$ cat src/rtl/adder_driver.sv
// -----------------------------------------------------------------------------
// adder_driver
//
// Request-side driver for the sequential adder's start/ready operand interface.
// It produces operand pairs, either from two free-running Galois LFSRs or from
// external inputs. Each pair is issued with a one-cycle start pulse. The driver
// then waits for the adder's ready pulse and compares res/overflow against a
// golden (WIDTH+1)-bit sum. Passes and errors are counted, and sim_over_o is
// raised once NUM_TXN transactions have retired.
//
// Ports
//   clk_i          clock, all state on rising edge
//   rst_ni         asynchronous active-low reset
//   go_i           level; sampled high in idle starts a run
//   ext_en_i       1: operands from ext_a_i/ext_b_i, 0: from the LFSRs
//   ext_a_i        external operand A
//   ext_b_i        external operand B
//   a_o, b_o       operands to the adder, held from start until retire
//   start_o        one-cycle request pulse
//   ready_i        one-cycle completion pulse from the adder
//   res_i          adder sum, valid with ready_i
//   overflow_i     adder carry-out, valid with ready_i
//   busy_o         high while issuing or waiting
//   sim_over_o     run complete, held until reset
//   pass_cnt_o     transactions that matched (saturating)
//   err_cnt_o      mismatches plus timeouts (saturating)
//   timeout_err_o  sticky, some transaction timed out
//   spurious_err_o sticky, ready seen outside the wait state
// -----------------------------------------------------------------------------
module adder_driver #(
   parameter int          WIDTH   = 32,
   parameter int          NUM_TXN = 16,
   parameter logic [31:0] SEED    = 32'h0000_0001,
   parameter int          TIMEOUT = 64
) (
   input  logic             clk_i,
   input  logic             rst_ni,
   input  logic             go_i,
   input  logic             ext_en_i,
   input  logic [WIDTH-1:0] ext_a_i,
   input  logic [WIDTH-1:0] ext_b_i,
   output logic [WIDTH-1:0] a_o,
   output logic [WIDTH-1:0] b_o,
   output logic             start_o,
   input  logic             ready_i,
   input  logic [WIDTH-1:0] res_i,
   input  logic             overflow_i,
   output logic             busy_o,
   output logic             sim_over_o,
   output logic [15:0]      pass_cnt_o,
   output logic [15:0]      err_cnt_o,
   output logic             timeout_err_o,
   output logic             spurious_err_o
);

   // Galois tap mask for x^32 + x^22 + x^2 + x + 1 when shifting right.
   localparam logic [31:0] LFSR_TAPS = 32'h8020_0003;
   localparam logic [31:0] SEED_A    = SEED;
   localparam logic [31:0] SEED_B    = ~SEED;

   // The counter widths are sized so that the compare constants fit.
   localparam int TXN_W  = (NUM_TXN > 1) ? $clog2(NUM_TXN + 1) : 1;
   localparam int WCNT_W = (TIMEOUT > 1) ? $clog2(TIMEOUT + 1) : 1;

   typedef enum logic [1:0] {
      StIdle  = 2'd0,
      StIssue = 2'd1,
      StWait  = 2'd2,
      StDone  = 2'd3
   } state_t;

   state_t            state_q, state_d;
   logic [WIDTH-1:0]  a_q, a_d;
   logic [WIDTH-1:0]  b_q, b_d;
   logic [31:0]       lfsr_a_q, lfsr_a_d;
   logic [31:0]       lfsr_b_q, lfsr_b_d;
   logic [15:0]       pass_q, pass_d;
   logic [15:0]       err_q, err_d;
   logic [TXN_W-1:0]  txn_q, txn_d;
   logic [WCNT_W-1:0] wait_q, wait_d;
   logic              timeout_q, timeout_d;
   logic              spurious_q, spurious_d;

   logic [WIDTH:0]    expected;
   logic              match;
   logic              timedOut;
   logic              retire;
   logic [TXN_W-1:0]  txnNext;
   logic              lastTxn;

   // One right shift of a Galois LFSR: the bit shifted out folds the taps back in.
   function automatic logic [31:0] lfsrStep(input logic [31:0] v);
      return (v >> 1) ^ (v[0] ? LFSR_TAPS : 32'h0000_0000);
   endfunction

   // Counter increment that sticks at all-ones instead of wrapping.
   function automatic logic [15:0] satInc(input logic [15:0] v);
      return (v == 16'hFFFF) ? v : v + 16'd1;
   endfunction

   // The golden sum is computed from the held operands. A transaction retires
   // on ready or on the last allowed wait cycle. Ready takes priority over
   // timeout when both occur in the same cycle.
   always_comb begin
      expected = {1'b0, a_q} + {1'b0, b_q};
      match    = (res_i == expected[WIDTH-1:0]) && (overflow_i == expected[WIDTH]);
      timedOut = !ready_i && (wait_q == WCNT_W'(TIMEOUT - 1));
      retire   = (state_q == StWait) && (ready_i || timedOut);
      txnNext  = txn_q + TXN_W'(1);
      lastTxn  = (txnNext == TXN_W'(NUM_TXN));
   end

   // State register, operand and counter registers. A reset mid-run aborts
   // immediately and leaves nothing of the previous run behind.
   always_ff @(posedge clk_i or negedge rst_ni) begin
      if (!rst_ni) begin
         state_q    <= StIdle;
         a_q        <= '0;
         b_q        <= '0;
         lfsr_a_q   <= SEED_A;
         lfsr_b_q   <= SEED_B;
         pass_q     <= '0;
         err_q      <= '0;
         txn_q      <= '0;
         wait_q     <= '0;
         timeout_q  <= 1'b0;
         spurious_q <= 1'b0;
      end else begin
         state_q    <= state_d;
         a_q        <= a_d;
         b_q        <= b_d;
         lfsr_a_q   <= lfsr_a_d;
         lfsr_b_q   <= lfsr_b_d;
         pass_q     <= pass_d;
         err_q      <= err_d;
         txn_q      <= txn_d;
         wait_q     <= wait_d;
         timeout_q  <= timeout_d;
         spurious_q <= spurious_d;
      end
   end

   // Next-state logic. Once a run starts, go is ignored. Done is left only
   // through reset.
   always_comb begin
      state_d = state_q;
      case (state_q)
         StIdle: begin
            if (go_i) begin
               state_d = StIssue;
            end
         end
         StIssue: begin
            state_d = StWait;
         end
         StWait: begin
            if (retire) begin
               state_d = lastTxn ? StDone : StIssue;
            end
         end
         StDone: begin
            state_d = StDone;
         end
         default: begin
            state_d = StIdle;
         end
      endcase
   end

   // Datapath next values.
   // Operands load on the edge that enters issue, so they are already valid
   // while start is high. They then stay put until the transaction retires.
   // Both LFSRs step on every issue cycle, whatever the operand source, so the
   // LFSR sequence does not depend on ext_en.
   always_comb begin
      a_d        = a_q;
      b_d        = b_q;
      lfsr_a_d   = lfsr_a_q;
      lfsr_b_d   = lfsr_b_q;
      pass_d     = pass_q;
      err_d      = err_q;
      txn_d      = txn_q;
      wait_d     = wait_q;
      timeout_d  = timeout_q;
      spurious_d = spurious_q;

      if (state_d == StIssue) begin
         if (ext_en_i) begin
            a_d = ext_a_i;
            b_d = ext_b_i;
         end else begin
            a_d = WIDTH'(lfsr_a_q);
            b_d = WIDTH'(lfsr_b_q);
         end
      end

      if (state_q == StIssue) begin
         lfsr_a_d = lfsrStep(lfsr_a_q);
         lfsr_b_d = lfsrStep(lfsr_b_q);
         wait_d   = '0;
      end

      if (state_q == StWait) begin
         wait_d = wait_q + WCNT_W'(1);
         if (ready_i) begin
            if (match) begin
               pass_d = satInc(pass_q);
            end else begin
               err_d = satInc(err_q);
            end
         end else if (timedOut) begin
            err_d     = satInc(err_q);
            timeout_d = 1'b1;
         end
         if (retire) begin
            txn_d = txnNext;
         end
      end

      // A ready pulse is only legal while a request is outstanding.
      if (ready_i && (state_q != StWait)) begin
         spurious_d = 1'b1;
      end
   end

   // Output decode. Handshake and status flags come straight from the state,
   // so they all clear asynchronously with reset.
   always_comb begin
      start_o        = (state_q == StIssue);
      busy_o         = (state_q == StIssue) || (state_q == StWait);
      sim_over_o     = (state_q == StDone);
      a_o            = a_q;
      b_o            = b_q;
      pass_cnt_o     = pass_q;
      err_cnt_o      = err_q;
      timeout_err_o  = timeout_q;
      spurious_err_o = spurious_q;
   end

endmodule
$ cat config.mk
export PLATFORM = sky130hd
export DESIGN_NAME = adder_driver
export DESIGN_NICKNAME = d
export VERILOG_FILES = /design/src/rtl/adder_driver.sv
export SDC_FILE = /design/constraint.sdc
export NUM_CORES = 1
export LEC_CHECK = 0
export BUFFER_PORTS_ARGS = -buffer_cell sky130_fd_sc_hd__buf_2
export CAP_MARGIN = 25
export CORE_MARGIN = 3
export CORE_UTILIZATION = 60
export CTS_BUF_LIST = sky130_fd_sc_hd__clkbuf_4
export CTS_CLUSTER_DIAMETER = 60
export DETAILED_ROUTE_END_ITERATION = 10
export PLACE_DENSITY = 0.86
export SLEW_MARGIN = 10
export SYNTH_ARGS = -nofsm -noshare
export SYNTH_HDL_FRONTEND = slang
export SYNTH_SLANG_ARGS = --single-unit
$ cat constraint.sdc
create_clock -name clk_i -period 6.85 [get_ports clk_i]
set_input_delay 2.055 -clock clk_i [delete_from_list [all_inputs] [get_ports clk_i]]
set_output_delay 2.055 -clock clk_i [all_outputs]
set_load 0.005 [all_outputs]
==> summary.txt <==
Worst setup path
  • Critical path type: in -> reg
  • Setup crit end: err_cnt_o[1]$_DFFE_PN0P_
  • Slowest stage cell, crit path: and4_1
  • CP Launch Type: input port
  • Worst reg2reg startpoint: a_o[0]$_DFFE_PN0N_
  • CP arrival: 4.85 ns
  • Most frequent CP cell: nor2_1
  • Reg2reg end: err_cnt_o[1]$_DFFE_PN0P_
  • Cell Chain, Critical Path: buf_2, xnor2_1, nor2_1, mux2i_1, o2111ai_1, a2111oi_4, nand4_2, nor3_1, and4_1, nor2_1, mux2_1
  • Worst setup EP type: flip-flop
  • Crit path from: res_i[28]
  • Worst reg-to-reg path cell count: 12
  • Reg-to-reg setup timing slack: 2.60 ns
  • Critical Path Max Stage Delay: 0.62 ns
  • Worst Path Required: 7.33 ns
  • Crit Path Max Fanout: 15

Clocking
  • # resized after CTS: 0
  • Worst skew pair latency: 0.58 ns
  • Clock slew at reported path FFs: 0.17 ns
  • CTS tree: yes
  • Hold-fix buffers, CTS: 0
  • Post-CTS Setup Bufs: 0
  • CTS Buf Count: 17
  • Worst-case clock buffer depth: 2
  • CTS Root Cell: clkbuf_4
  • H-tree levels: 4
  • CTS sink count: 176

Hold path
  • Worst hold path class: reg -> reg

Cells and area
  • Most frequent cells in the layout: buf_2, dfrtp_1, nand2_1, o21ai_0, mux2i_1
  • Layout cell share with drive strength beyond 1: 0.295
  • Commonest non-fill, non-tap cell in the layout: buf_2
  • Layout Nets: 1,319
  • Final Core Density: 0.717
  • Area growth, synth to finish: 15.1%

Timing
  • Setup Viol. Count Final: 0
  • Clock skew: 0.0311 ns
  • Setup TNS: 0 ns
  • FMAX: 229 MHz
  • WHS: 0.483 ns
  • Final Hold Fails: 0
  • Period utilization: 0.637
  • Worst Slack Setup Final: 2.49 ns
  • Slew at the pin with the worst max-slew slack: 0.864 ns
  • Relative slew slack: 0.424
  • Fin. max-slew vios: 0
  • Crit path time final: 4.36 ns
  • RSZ-0062 raised after global routing: no

Synthesis
  • Post-Syn Area: 0.0100 mm2
  • Synthesized area per cell: 10.1 um2
  • YS warnings: 0
  • Seq cells post-synth: 176
  • Yosys cell types: 68
  • Ys async rst share: 1.00
  • Syn_nets: 1,136
  • Syn Inst Count: 992
  • Post-synth EDFFs: 0
  • Area contributors post-synth: dfrtp_1, dfstp_2, mux2i_1
  • Share of synthesized area occupied by flip-flops and latches: 0.442
  • Ys flop type: dfrtp_1
  • Yosys top cell by area: dfrtp_1
  • Post-synth top area share: 0.359

Power and ir drop
  • Static leakage: 5.53 nW
  • Cell area power density: 504 mW/mm2
  • Post-layout power: 0.00583 W
  • VDD IR-drop max: 0.446 mV

Die
  • Initial core utilization: 0.623
  • I/O Pins: 203
  • Die area: 0.0183 mm2
  • Die width: 135 um
  • Die Height: 135 um
  • # rows: 46
  • Core area: 0.0161 mm2

Place
  • Placer congestion estimate: 1.03
  • PortBufs: 202
  • Post-Place Setup Slack: 1.95 ns
  • Post-DP HPWL: 21.2 mm

Global route
  • Vias in the first global route: 8,244
  • Antenna violations before repair: 5
  • Met3 Usage GRT: 0.0843
  • Global-route wire length before repair: 43.3 mm
  • GRT Util Overall: 0.303
  • Overflow after GRT: 0
  • Met2 global-route usage: 0.475
  • Met1 Resource Use GR: 0.416
  • Largest net degree at the start of global routing: 129
  • Grt peak-use layer: met2

Detailed routing
  • Drt pass-1 iters: 6
  • Vias per cell: 6.08
  • DRC viols: 0
  • Total wire length: 27.9 mm
  • Vias: 8,553
  • Drt wl/cell: 19.9 um
  • Initial drt markers: 652
  • Remaining antenna violation count after routing: 0

Flow run
  • Maxcap violations: 0

Status
  • Status: completed
==> state kept, by name (all words and copies together), names as in the netlist <==
register	cells
a_o	32
b_o	32
lfsr_a_q	32
lfsr_b_q	32
err_cnt_o	16
pass_cnt_o	16
wait_q	7
txn_q	5
state_q	2
spurious_err_o	1
timeout_err_o	1
==> critical path, delay by kind of cell <==
kind            cells  cell delay, ns
buf+inv             1            0.11
mux                 2            0.50
compound gates      2            0.57
simple gates        5            1.24
xor+xnor            1            0.38
==> cells by family (layout without fill, tap and decap cells) <==
kind of cell	after synthesis	in the layout	synth area share
buffers and inverters	59	255	0.0240
other	0	3	0
AOI/OAI and AO/OA	225	225	0.134
xor gates and xnor gates	80	80	0.0698
muxes	135	135	0.142
DFF	176	176	0.442
adders and majority gates	42	42	0.0531
and+or+nand+nor	275	275	0.134
==> metrics by stage <==
step           instance area [um2]  instances
6_report                     11600       1407
5_1_grt                      11600       1407
4_1_cts                      11500       1402
3_5_place_dp                 11200       1370
3_3_place_gp                 11200       1370
2_1_floorplan                10000        992
==> how the worst min path moves through the flow <==
| stage | start | endpoint | slack [ns] | depth (start not counted) |
|---|---|---|---|---|
| 2_1_floorplan | spurious_err_o$_DFFE_PN0P_ | spurious_err_o$_DFFE_PN0P_ | 0.45 | 1 |
| 3_3_place_gp | spurious_err_o$_DFFE_PN0P_ | spurious_err_o$_DFFE_PN0P_ | 0.44 | 1 |
| 3_5_place_dp | spurious_err_o$_DFFE_PN0P_ | spurious_err_o$_DFFE_PN0P_ | 0.45 | 1 |
| 4_1_cts | spurious_err_o$_DFFE_PN0P_ | spurious_err_o$_DFFE_PN0P_ | 0.49 | 1 |
| 5_1_grt | spurious_err_o$_DFFE_PN0P_ | spurious_err_o$_DFFE_PN0P_ | 0.50 | 1 |
| 6_report | spurious_err_o$_DFFE_PN0P_ | spurious_err_o$_DFFE_PN0P_ | 0.48 | 1 |
==> cells in the mapped netlist, types with 9 or more instances <==
| cell type | number |
|---|---|
| nor3_1 | 16 |
| nand3_1 | 15 |
| and3_1 | 9 |
| dfstp_2 | 32 |
| o21ai_0 | 99 |
| ha_1 | 41 |
| nand2_1 | 118 |
| mux2_2 | 60 |
| nand4_1 | 22 |
| xor2_1 | 44 |
| mux2i_1 | 74 |
| nor4_1 | 9 |
| a21oi_1 | 54 |
| dfrtp_1 | 144 |
| inv_1 | 15 |
| clkbuf_1 | 30 |
| xnor2_1 | 36 |
| nor2_1 | 50 |
==> final cells by class <==
cell class                      count  area, um2
Fill cell                        1228       4560
Clock inverter                     15        193
Inverter                           15       56.3
Timing Repair Buffer              208       1100
Sequential cell                   176       4440
Antenna cell                        3       7.51
Multi-Input combinational cell    757       5360
Tap cell                          216        270
Clock buffer                       17        128
==> per-layer routing <==
layer | share of wire | wire (um)
met1 | 0.42 | 11900
met2 | 0.47 | 13000
met3 | 0.085 | 2380
met4 | 0.024 | 681
met5 | 0.00075 | 21
==> power breakdown <==
part	switching (W)	total (W)	leakage (nW)	internal (W)
registers	0.000414	0.00194	2.15	0.00153
clock network	0.000416	0.000651	0.170	0.000235
logic	0.00194	0.00324	3.21	0.00130
total	0.00277	0.00583	5.53	0.00306
(Power assumes the default switching activity.)
